--- src/rtl/fetch_pkg.sv ---
// Shared types and constants for the instruction-fetch stage.
// Imported by fetch_unit and by anything that inspects its state.
package fetch_pkg;

   typedef enum logic [1:0] {
      REQ   = 2'd0,
      HAVE  = 2'd1,
      FLUSH = 2'd2
   } fetch_state_t;

   localparam logic [31:0] NOP_INST_DEFAULT = 32'h0000_0000;
   localparam logic [31:0] PC_STEP          = 32'd4;

   // Redirect targets are word addresses; the low two bits are dropped.
   function automatic logic [31:0] word_align(input logic [31:0] addr);
      return {addr[31:2], 2'b00};
   endfunction

endpackage

--- src/rtl/fetch_unit.sv ---
// Instruction-fetch controller: owns the PC, talks req/ack to a variable-latency
// instruction memory, and presents either a fetched word or a NOP bubble to IF/ID.
module fetch_unit
   import fetch_pkg::*;
#(
   parameter logic [31:0] RESET_PC = 32'h0000_0000,
   parameter logic [31:0] NOP_INST = NOP_INST_DEFAULT
) (
   input  logic        Clk,
   input  logic        Clrn,
   input  logic        stall,
   input  logic        redirect,
   input  logic [31:0] redirect_pc,
   output logic        imem_req,
   output logic [31:0] imem_addr,
   input  logic        imem_ack,
   input  logic [31:0] imem_rdata,
   output logic [31:0] IF_PC,
   output logic [31:0] IF_PC4,
   output logic [31:0] IF_Inst,
   output logic        IF_Valid
);

   fetch_state_t state, state_d;
   logic [31:0]  pc_q, pc_d;
   logic [31:0]  inst_q, inst_d;
   logic [31:0]  tgt_q, tgt_d;
   logic [31:0]  target;

   assign target = word_align(redirect_pc);

   always_comb begin
      // NOTE: every combinational output gets a default first so no path leaves it unassigned (no latches).
      state_d = state;
      pc_d    = pc_q;
      inst_d  = inst_q;
      tgt_d   = tgt_q;

      unique case (state)
         REQ: begin
            if (redirect && imem_ack) begin
               pc_d = target;
            end else if (redirect) begin
               tgt_d   = target;
               state_d = FLUSH;
            end else if (imem_ack) begin
               inst_d  = imem_rdata;
               state_d = HAVE;
            end
         end
         HAVE: begin
            if (redirect) begin
               pc_d    = target;
               state_d = REQ;
            end else if (!stall) begin
               pc_d    = pc_q + PC_STEP;
               state_d = REQ;
            end
         end
         FLUSH: begin
            // The stale request stays up until acked; only then is the newest target taken.
            if (imem_ack) begin
               pc_d    = redirect ? target : tgt_q;
               state_d = REQ;
            end else if (redirect) begin
               tgt_d = target;
            end
         end
         default: state_d = REQ;
      endcase
   end

   // NOTE: Clrn is sampled on the clock edge only; state uses non-blocking assignments throughout.
   always_ff @(posedge Clk) begin
      if (!Clrn) begin
         state  <= REQ;
         pc_q   <= RESET_PC;
         inst_q <= NOP_INST;
         tgt_q  <= '0;
      end else begin
         state  <= state_d;
         pc_q   <= pc_d;
         inst_q <= inst_d;
         tgt_q  <= tgt_d;
      end
   end

   assign imem_req  = Clrn && (state != HAVE);
   assign imem_addr = pc_q;

   assign IF_PC    = pc_q;
   assign IF_PC4   = pc_q + PC_STEP;
   assign IF_Valid = (state == HAVE);
   assign IF_Inst  = (state == HAVE) ? inst_q : NOP_INST;

endmodule

--- config.mk ---
export PLATFORM = sky130hd
export DESIGN_NAME = fetch_unit
export DESIGN_NICKNAME = d
export VERILOG_FILES = /design/src/rtl/fetch_pkg.sv /design/src/rtl/fetch_unit.sv
export SDC_FILE = /design/constraint.sdc
export NUM_CORES = 1
export LEC_CHECK = 0
export CORE_MARGIN = 3
export CORE_UTILIZATION = 25
export DETAILED_ROUTE_END_ITERATION = 10
export GPL_TIMING_DRIVEN = 0
export PLACE_DENSITY = 0.49
export SETUP_SLACK_MARGIN = 0.05
export SYNTH_ARGS = -nofsm -noshare
export SYNTH_HDL_FRONTEND = slang
export SYNTH_SLANG_ARGS = --single-unit
--- constraint.sdc ---
create_clock -name Clk -period 4.3 [get_ports Clk]
set_input_delay 0.86 -clock Clk [delete_from_list [all_inputs] [get_ports Clk]]
set_output_delay 0.86 -clock Clk [all_outputs]
set_load 0.02 [all_outputs]
==> results by group <==
Logic synthesis
  – Post-Synth XOR/XNOR Area: 0.04055
  – Post-synth top cells: nand2_1, dfxtp_1, a21oi_1
  – Compound-Gate Fraction of Synth Area: 0.1962
  – Seq cells post-synth: 98
  – Synth top area share: 0.3633
  – Simple-Gate Fraction of Synth Area: 0.2936
  – Largest family of logic cells by synthesized area: simple AND/OR/NAND/NOR gates
  – Post-synthesis mux area share: 0.001854
  – Unique masters post-synth: 57
  – Count leader, synth: nand2_1
  – Number of synthesized flops with an enable pin: 0
  – Syn_nets: 788
  – Yosys warning total: 0
  – Post-synthesis cell count: 714
  – Syn Area/Cell: 7.563 sq um
  – Cell Area, Synth: 0.005400 sq mm
  – Sequential-to-total area share from yosys stat: 0.3633
  – Post-synth ARST share: 0
  – Adder-cell share of the synthesized area: 0.01158
  – Dominant cell type by area after synthesis: dfxtp_1
  – Most used DFF post-synth: dfxtp_1
  – Largest cells by area after synthesis: dfxtp_1, nand2_1, a21oi_1

Final layout
  – Area taken by multi-input logic gates: 0.002948 sq mm
  – Layout net count: 993
  – Register area: 0.001962 sq mm
  – # fillers: 2,235
  – Layout area overhead: 48.22%
  – Core Util, Final: 0.3784
  – Share of layout cells above drive strength 1: 0.07584
  – Final cell count without fillers: 1,199

Min path
  – Worst min-delay path class: reg2reg
  – Hold Path Depth: 2
  – Worst Hold Launch: inst_q[27]$_SDFFE_PN0P_
  – Hold worst-path end: inst_q[27]$_SDFFE_PN0P_

Setup path
  – Crit path capture type: primary output
  – Worst EP required: 3.44 ns
  – Crit-path slowest cell: nor4_4
  – Crit path max fanout: 10
  – R2R cell count: 8
  – Crit Reg-Reg Startpoint: state[1]$_SDFFE_PN0P_
  – FF-to-FF setup slack: 1.53 ns
  – Worst setup path startpoint: IF_PC[6]$_SDFFE_PN0P_
  – CP arrival: 3.19 ns
  – CP cell instances: buf_2 -> nand4_4 -> nor4_4 -> nand4_1 -> xnor2_1 -> clkdlybuf4s50_1
  – Startpoint Class: register
  – Reg2reg end: IF_PC[27]$_SDFFE_PN0P_
  – Critical path class: reg2out
  – Max incr delay on CP: 0.75 ns

Timing
  – Final setup TNS: 0 ns
  – Measured slew at the worst slew-check pin: 0.7678 ns
  – Max_slew headroom: 0.4842
  – Final hold violation count: 0
  – Max Clk Rate: 246.7 MHz
  – Final worst setup slack: 0.2465 ns
  – Setup Skew: 0.005932 ns
  – Max-slew violations: 0
  – Setup Viol. Count Final: 0
  – RSZ-0062 raised after global routing: no
  – Tcrit/Tclk final: 0.9427
  – Final Critical Period: 4.054 ns

Flow run
  – Max Cap Viol: 0

Global route
  – Largest net degree at the start of global routing: 16
  – GR Util met3: 0.05238
  – Initial antenna violation count: 0
  – Vias in the first global route: 5,517
  – Met2 Use GR: 0.2702
  – GRT Max-Usage Layer: met2
  – Global routing usage on met1: 0.2283
  – GRT Total Usage: 0.1703
  – Total gr overflow: 0
  – First-pass GRT wire length: 31.97 mm

Placement
  – Inst Count DP: 1,183
  – DP Worst Slack: 0.4228 ns
  – DP Wirelength: 15.35 mm
  – RePlAce Congestion: 0.8049
  – Input/output buffers: 194

Run status
  – Status: finished clean

Power
  – Register share of total power: 0.382
  – Sw Pwr: 0.9312 mW
  – Leakage: 2.929 nW
  – Combinational Power Share: 0.317
  – P_int: 1.872 mW
  – Tot Pwr: 2.803 mW
  – Clock power frac: 0.300
  – Peak VDD IR: 0.1865 mV
  – Net Sw Frac: 0.3322
  – PwrDens: 350.3 mW/mm^2

Clocking
  – Clock transition at path regs: 0.07 ns
  – TritonCTS Buffers: 9
  – CTS sink cnt: 98
  – Clock buffer depth: 2
  – Clock Latency Late Sink: 0.35 ns
  – Hold_buf cts: 0
  – H-Tree Depth: 3
  – CTS tree: done
  – Root Driver: clkbuf_16

Routing
  – Vias per cell: 4.795
  – DRC: 0
  – Drt total wl: 20.46 mm
  – Drt pass-1 iters: 5
  – Vias: 5,749
  – Iter 0 DRT Violations: 391
  – Final ANT Viol Nets: 0
  – Routed len/inst: 17.06 um

Floorplanning
  – Std-Cell Rows: 53
  – Die Span X: 153.0 um
  – Die Area: 0.02340 sq mm
  – Core Region: 0.02115 sq mm
  – IO Pins: 199
  – Die Ht: 153.0 um
  – Initial cell density of the core: 0.2553
==> worst max-delay path: cells and delay by family, from the launching register on <==
kind	cells	cell delay, ns
flops	1	0.37
buf+inv	2	0.91
xor+xnor	1	0.37
simple gates	3	1.18
==> registers in the layout (all words and copies together) (netlist names) <==
| name | flops |
|---|---|
| state | 2 |
| IF_PC | 32 |
| tgt_q | 32 |
| inst_q | 32 |
==> routing by layer <==
metal / share of wire / vias up
li1: - / 2871
met1: 0.46 / 2667
met2: 0.45 / 192
met3: 0.075 / 19
met4: 0.012 / 0
met5: 0 / -
==> cell usage in the layout, fill, tap and decap left out, types with 5 or more instances in the layout <==
| cell type | instances |
|---|---|
| xor2_1 | 8 |
| and2_1 | 34 |
| nand2_1 | 149 |
| buf_4 | 34 |
| and3_1 | 8 |
| nor4_1 | 7 |
| nand4_1 | 10 |
| nand2b_1 | 5 |
| nor2_1 | 58 |
| a221oi_1 | 20 |
| buf_2 | 5 |
| and4_1 | 5 |
| a221o_1 | 5 |
| o211ai_1 | 5 |
| a22oi_1 | 8 |
| clkdlybuf4s50_1 | 194 |
| nand3_1 | 13 |
| ha_1 | 5 |
| xnor2_1 | 17 |
| inv_1 | 10 |
| clkbuf_16 | 9 |
| a21oi_1 | 69 |
| o21ai_0 | 17 |
| clkbuf_1 | 47 |
| dfxtp_1 | 98 |
| or2_2 | 5 |
| nor3_1 | 9 |
==> layout make-up <==
class,instances,share of cell area
Multi-Input combinational cell,518,0.3683
Sequential cell,98,0.2451
Timing Repair Buffer,194,0.2426
Buffer,87,0.05753
Tap cell,275,0.04299
Clock buffer,11,0.03158
Clock inverter,4,0.006409
Inverter,11,0.005159
Antenna cell,1,0.0003126
==> worst max-delay path by stage <==
stage,end
floorplan,IF_PC4[25]
global placement,IF_PC4[16]
detailed placement,IF_PC4[16]
CTS,IF_PC4[16]
global route,IF_PC4[29]
finish,IF_PC4[29]
==> power by group through the flow <==
stage	Combinational (mW)	Clock (mW)	Sequential (mW)
after global placement	0.893	0	1.09
after CTS	0.895	0.871	1.07
after floorplan	0.444	0	1.11
after detailed placement	0.893	0	1.09
final	0.889	0.842	1.07
after global routing	0.959	0.900	1.09
==> through the flow <==
step	instance area (sq um)	hold slack (ns)
after floorplan	5400	0.4317
after global placement	7686	0.4383
after detailed placement	7686	0.4418
after CTS	7996	0.4510
after global routing	8001	0.4643
final	8004	0.4483
==> logic make-up (layout without fill, tap and decap cells) <==
kind of cell	count (synthesis)	after routing
adder cells (fa/ha/maj)	5	5
other	0	1
multiplexers	1	1
AO/OA/AOI/OAI	161	161
AND/OR/NAND/NOR	326	326
flip-flops	98	98
buffers and inverters	98	307
XOR/XNOR	25	25
==> what timing repair did <==
item,in CTS,in global routing
cloned,0,0
endpoints found under the hold margin,0,0
setup buffers,0,0
setup endpoints to repair,1,1
resized for setup,1,1
Power figures use the tool's default switching activity.
